### src/rtl/main_dec.sv
// Main instruction decoder: opcode -> registered 12-bit control word (+ illegal flag).
// Latency: 1 cycle from op to outputs.
// Backpressure: stall holds every output; flush loads an all-zero bubble and wins over stall.
//
// Ports:
//   clk, resetn            clock, asynchronous active-low reset (clears all outputs at once)
//   op[5:0]                opcode field instr[31:26]
//   stall, flush           pipeline hold / bubble insert
//   regwrite .. aluop[3:0] registered control word
//                          {regwrite, regdst, alusrc, branch, memwrite, memtoreg,
//                           jump, zeroextend, aluop[3:0]}
//   illegal                registered "opcode not in decode table" flag
//
// Build option: define MAIN_DEC_ILLEGAL_EN to generate the illegal flag; without it,
// illegal is the constant 0 and nothing else changes.
module main_dec (
    input  logic       clk,
    input  logic       resetn,
    input  logic [5:0] op,
    input  logic       stall,
    input  logic       flush,
    output logic       regwrite,
    output logic       regdst,
    output logic       alusrc,
    output logic       branch,
    output logic       memwrite,
    output logic       memtoreg,
    output logic       jump,
    output logic       zeroextend,
    output logic [3:0] aluop,
    output logic       illegal
);

    localparam logic [11:0] CW_RTYPE = 12'b1100_0000_1111;
    localparam logic [11:0] CW_J     = 12'b0000_0010_0000;
    localparam logic [11:0] CW_BEQ   = 12'b0001_0000_0001;
    localparam logic [11:0] CW_ADDI  = 12'b1010_0000_0000;
    localparam logic [11:0] CW_SLTI  = 12'b1010_0000_0010;
    localparam logic [11:0] CW_ANDI  = 12'b1010_0001_0100;
    localparam logic [11:0] CW_ORI   = 12'b1010_0001_0101;
    localparam logic [11:0] CW_XORI  = 12'b1010_0001_0110;
    localparam logic [11:0] CW_LUI   = 12'b1010_0001_0111;
    localparam logic [11:0] CW_LW    = 12'b1010_0100_0000;
    localparam logic [11:0] CW_SW    = 12'b0010_1000_0000;

    logic [11:0] ctrl_dec;
    logic [11:0] ctrl_d;
    logic [11:0] ctrl_q;

    // Pure combinational decode; unknown opcodes fall to the all-zero word so
    // they cannot cause a register or memory write.
    always_comb begin
        ctrl_dec = '0;
        case (op)
            6'd0:    ctrl_dec = CW_RTYPE;
            6'd2:    ctrl_dec = CW_J;
            6'd4:    ctrl_dec = CW_BEQ;
            6'd8:    ctrl_dec = CW_ADDI;
            6'd9:    ctrl_dec = CW_ADDI;
            6'd10:   ctrl_dec = CW_SLTI;
            6'd12:   ctrl_dec = CW_ANDI;
            6'd13:   ctrl_dec = CW_ORI;
            6'd14:   ctrl_dec = CW_XORI;
            6'd15:   ctrl_dec = CW_LUI;
            6'd35:   ctrl_dec = CW_LW;
            6'd43:   ctrl_dec = CW_SW;
            default: ctrl_dec = '0;
        endcase
    end

    always_comb begin
        ctrl_d = ctrl_q;
        if (flush) begin
            ctrl_d = '0;
        end else if (!stall) begin
            ctrl_d = ctrl_dec;
        end
    end

    always_ff @(posedge clk or negedge resetn) begin
        if (!resetn) begin
            ctrl_q <= '0;
        end else begin
            ctrl_q <= ctrl_d;
        end
    end

    assign {regwrite, regdst, alusrc, branch, memwrite, memtoreg,
            jump, zeroextend, aluop} = ctrl_q;

`ifdef MAIN_DEC_ILLEGAL_EN
    logic illegal_d;
    logic illegal_q;

    // Every listed opcode has a nonzero control word, so a zero decode
    // identifies exactly the opcodes outside the table.
    always_comb begin
        illegal_d = illegal_q;
        if (flush) begin
            illegal_d = 1'b0;
        end else if (!stall) begin
            illegal_d = (ctrl_dec == 12'd0);
        end
    end

    always_ff @(posedge clk or negedge resetn) begin
        if (!resetn) begin
            illegal_q <= 1'b0;
        end else begin
            illegal_q <= illegal_d;
        end
    end

    assign illegal = illegal_q;
`else
    assign illegal = 1'b0;
`endif

endmodule

### config.mk
export PLATFORM = sky130hd
export DESIGN_NAME = main_dec
export DESIGN_NICKNAME = d
export VERILOG_FILES = /design/src/rtl/main_dec.sv
export SDC_FILE = /design/constraint.sdc
export NUM_CORES = 1
export LEC_CHECK = 0
export BUFFER_PORTS_ARGS = -buffer_cell sky130_fd_sc_hd__buf_2
export CORE_AREA = 2 2 39 41
export DETAILED_ROUTE_END_ITERATION = 10
export DIE_AREA = 0 0 41 43
export PLACE_DENSITY = 0.71
export SLEW_MARGIN = 20
export SYNTH_ARGS = -nofsm -noshare
export SYNTH_HDL_FRONTEND = slang
export SYNTH_SLANG_ARGS = --single-unit
### constraint.sdc
create_clock -name clk -period 1.9 [get_ports clk]
set_input_delay 0.095 -clock clk [delete_from_list [all_inputs] [get_ports clk]]
set_output_delay 0.095 -clock clk [all_outputs]
set_load 0.005 [all_outputs]
======== Yosys cells after proc, flatten, opt, wreduce, memory -nomap -nowiden ========
Cells that the tools add are included.
operators by class
  equality and inequality tests ........... 12
  mux-type cells .......................... 3
  reductions and logical operators ........ 2
operators by type and width
  operator                                       number
  one-hot mux 12 bit (11 select lines)           1
  == test 6 x 4 -> 1 bit, second input constant  7
  2-to-1 mux 12 bit                              2
  == test 6 bit, second input constant           2
  == test 6 x 2 -> 1 bit, second input constant  1
  == test 6 x 3 -> 1 bit, second input constant  1
  logical NOT 6 bit                              1
  != test 2 x 1 -> 1 bit, second input constant  1
  OR reduction 2 bit                             1
storage, ports and cells
  bits in registers ....................... 12
  input port bits ......................... 10
  output and inout bits ................... 13
  logic and storage cells ................. 18

======== Logic depth before layout (Yosys ltp) ========
  depth in word-level cells ............... 5
  gate-level depth with buffers ........... 4
  mapped depth without buffers ............ 3

======== Worst setup path before layout ========
OpenSTA, ideal clock, no wires.
  path kind ............................... input -> register
  start point ............................. input port flush
  end point ............................... register ctrl_q[11]
  setup time .............................. 0.087 ns
  arrival time ............................ 1.057 ns
  required time ........................... 1.813 ns
  path slack .............................. 0.757 ns
  stages on the path ...................... 3
  path buffers ............................ 0
  cell sequence ........................... or4_4 > or3_1 > o211ai_1
between the ends
  word-level cells in the longest chain between the ends .. 1
  elaborated cells between the ends (all ways) .. 2
  those cells by class .................... eq/ne: 1; mux: 1
ends and longest elaborated chain
  element                                                                       RTL line  source
  from (decl)                                                                   21        input logic flush,
  != test 2 x 1 -> 1 bit (no source line) or 2-to-1 mux 12 bit (tied branches)  n/a
  to (signal assigned)                                                          84        ctrl_q <= ctrl_d;
  to (decl)                                                                     48        logic [11:0] ctrl_q;
Parallel ways exist; a longest one is shown, timed or not.
A chain may end at the register's enable or synchronous reset.

======== Worst setup path after layout ========
Ends and elaborated chain as after synthesis.

==> impl_metrics.py <==
metrics = {
    "global_routing": {
        "grtUsageTotal": 0.154,
        "grt_max_degree": 12,
        "antenna_found_initial": 0,
        "grt_pass1_vias": 439,
        "grt_pass1_wl_um": 1820,
        "overflow": 0,
    },
    "worst_hold_path": {
        "hp-class": "input port to register",
        "hold_start": "flush",
    },
    "logic_synthesis": {
        "yosysMostFrequentCell": "dfrtp_1",
        "synth_area_leader_cell": "dfrtp_1",
        "synth-seq-cells": 11,
        "netlist_area_um2": 561,
        "synth_top_area_share": 0.491,
        "synth_area_leaders": "dfrtp_1 49%, nand2_1 5.4%, a32oi_1 4.7%",
        "syn_avg_cell_area_um2": 9.66,
        "yosys_warnings": 0,
        "ys_async_sr_fraction": 1.00,
        "ys.flop_type": "dfrtp_1",
        "synth_edf_count": 0,
        "synth_nets": 68,
        "syn_inst": 58,
        "synth_commonest_cells": "11 x dfrtp_1, 8 x nand2_1, 5 x nor2_1",
        "ys_seq_area_frac": 0.491,
        "ys_types": 24,
    },
    "critical_path": {
        "r2r-start": "ctrl_q[9]",
        "cp_slowest_cell": "or4_4",
        "cp-start-kind": "input port",
        "crit_start": "flush",
        "worstSetupPathType": "input port to register",
        "arrival_ps": 1240,
        "cp_cell_sequence": "buf_2 -> or4_4 -> or3_1 -> o211ai_1",
        "endpoint_kind": "register",
        "cp_max_fo": 7,
        "cp.required_ps": 2090,
        "cpPeakStageDelay_ps": 540,
    },
    "layout": {
        "layout-drive-gt1-share": 0.342,
        "num_antenna_cells": 0,
        "top_register": "ctrl_q",
        "fillers": 143,
        "utilization": 0.503,
        "final_nets": 90,
        "top_regs": "ctrl_q: 11 flops",
        "stdcell_area_um2": 696,
        "fin_cells": 95,
        "largest_reg_flops": 11,
        "areaGrowthSynthToFinish_pct": 24.1,
    },
    "drt": {
        "dr.pass1.iters": 4,
        "post_drt_wl_per_cell_um": 12.2,
        "routed_wl_um": 1160,
        "drcViolationCount": 0,
        "via_per_inst": 5.27,
        "vias": 501,
        "first_iter_violations": 7,
        "ant_nets": 0,
    },
    "clock_tree": {
        "cts_tree": "yes",
        "clk_pin_slew_ps": 80,
        "clock_latency_ps": 260,
        "numCtsBuffers": 3,
        "clockBufferDepth": 2,
        "clock-sinks": 11,
        "post_cts_resized": 0,
        "clockRootBuffer": "clkbuf_4",
        "h-tree-depth": 1,
    },
    "placement": {
        "dp_hpwl_um": 869,
        "postPlaceCellArea_um2": 659,
        "dp.cells": 90,
        "numPortBuffers": 21,
        "routabilityCongestion": 0.749,
    },
    "die": {
        "core_um2": 1380,
        "rows": 14,
        "dieArea_um2": 1760,
        "start_util": 0.405,
        "io_pins": 23,
        "die_x_um": 41,
        "die_y_um": 43,
    },
    "run": {
        "cap_viol_max_count": 0,
    },
    "sta": {
        "skew_ps": 0,
        "setup_violations": 0,
        "period_minus_slack_ps": 1050,
        "hold_violations": 0,
        "fin_crit_sh": 0.552,
        "fmax_mhz": 953,
        "final_max_slew_viol_count": 0,
        "rsz0062_at_grt": "no",
        "tns_ps": 0,
    },
    "power": {
        "leakagePower_uw": 0.000359,
        "ir_drop_uv": 353,
        "cellPowerDensity_nw_per_um2": 652,
    },
    "status": {
        "outcome": "finished clean",
    },
}
==> cells in the final DEF (no fill, tap or decap), drive strengths merged, types with 2 or more instances in the layout <==
| cell | n |
|---|---|
| o22ai | 2 |
| or3 | 3 |
| nor2 | 5 |
| buf | 21 |
| o21ai | 3 |
| clkbuf | 4 |
| dfrtp | 11 |
| nor2b | 3 |
| nand2 | 8 |
| a32oi | 3 |
| a22o | 2 |
| nand3b | 2 |
==> power by group <==
| group | switching (µW) | leakage, µW | total [µW] | internal, µW |
|---|---|---|---|---|
| clock network | 79.3 | 0.0000150 | 161 | 81.2 |
| registers | 1.60 | 0.000153 | 239 | 237 |
| logic | 32.3 | 0.000191 | 54.4 | 22.1 |
| total | 113 | 0.000359 | 454 | 340 |
==> critical path: cells and delay by family <==
family                 cells  cell delay (ps)
and+or+nand+nor            2              920
buffers and inverters      1              130
AOI/OAI and AO/OA          1               90
==> through the flow <==
| step | hold slack (ps) | worst slack, ps | power, µW |
|---|---|---|---|
| floorplan | -201 | 757 | 271 |
| global placement | -27.6 | 590 | 296 |
| detailed placement | -20.5 | 560 | 297 |
| CTS | 44.4 | 846 | 461 |
| global route | 64.1 | 805 | 480 |
| finish | 48.0 | 851 | 454 |
==> worst paths after layout <==
path | end | slack (ps) | cells past startpoint
min in group asynchronous | ctrl_q[1] | 210 | 2
max in group asynchronous | ctrl_q[6] | 1480 | 2
hold / removal | ctrl_q[5] | 50 | 2
hold reg to reg | ctrl_q[4] | 480 | 2
setup / recovery | ctrl_q[11] | 850 | 4
setup reg to reg | ctrl_q[9] | 1140 | 2
==> area by class of cell <==
cell class | count | area [µm²] | area share
Clock buffer | 4 | 26.3 | 0.0378
Multi-Input combinational cell | 42 | 259 | 0.372
Sequential cell | 11 | 275 | 0.396
Tap cell | 16 | 20.0 | 0.0288
Timing Repair Buffer | 22 | 115 | 0.165
==> timing repair <==
| item | in CTS | in global routing |
|---|---|---|
| hold buffers | 1 | 0 |
| setup endpoints to repair | 0 | 0 |
| hold endpoints to repair | 11 | 0 |
| setup buffers | 0 | 0 |
==> cell families (layout without fill, tap and decap cells) <==
family,after synthesis,count (layout),synth area share
and+or+nand+nor,26,26,0.259
AOI/OAI and AO/OA,14,14,0.179
DFF,11,11,0.491
buffers and inverters,5,26,0.0469
other,1,1,0.00669
muxes,1,1,0.0179
==> routing by layer <==
layer,GRT usage,share of wire
met2,0.206,0.46
met4,0.0800,0
met3,0.0471,0.085
met1,0.215,0.45
met5,0,0
(Power assumes the default switching activity.)
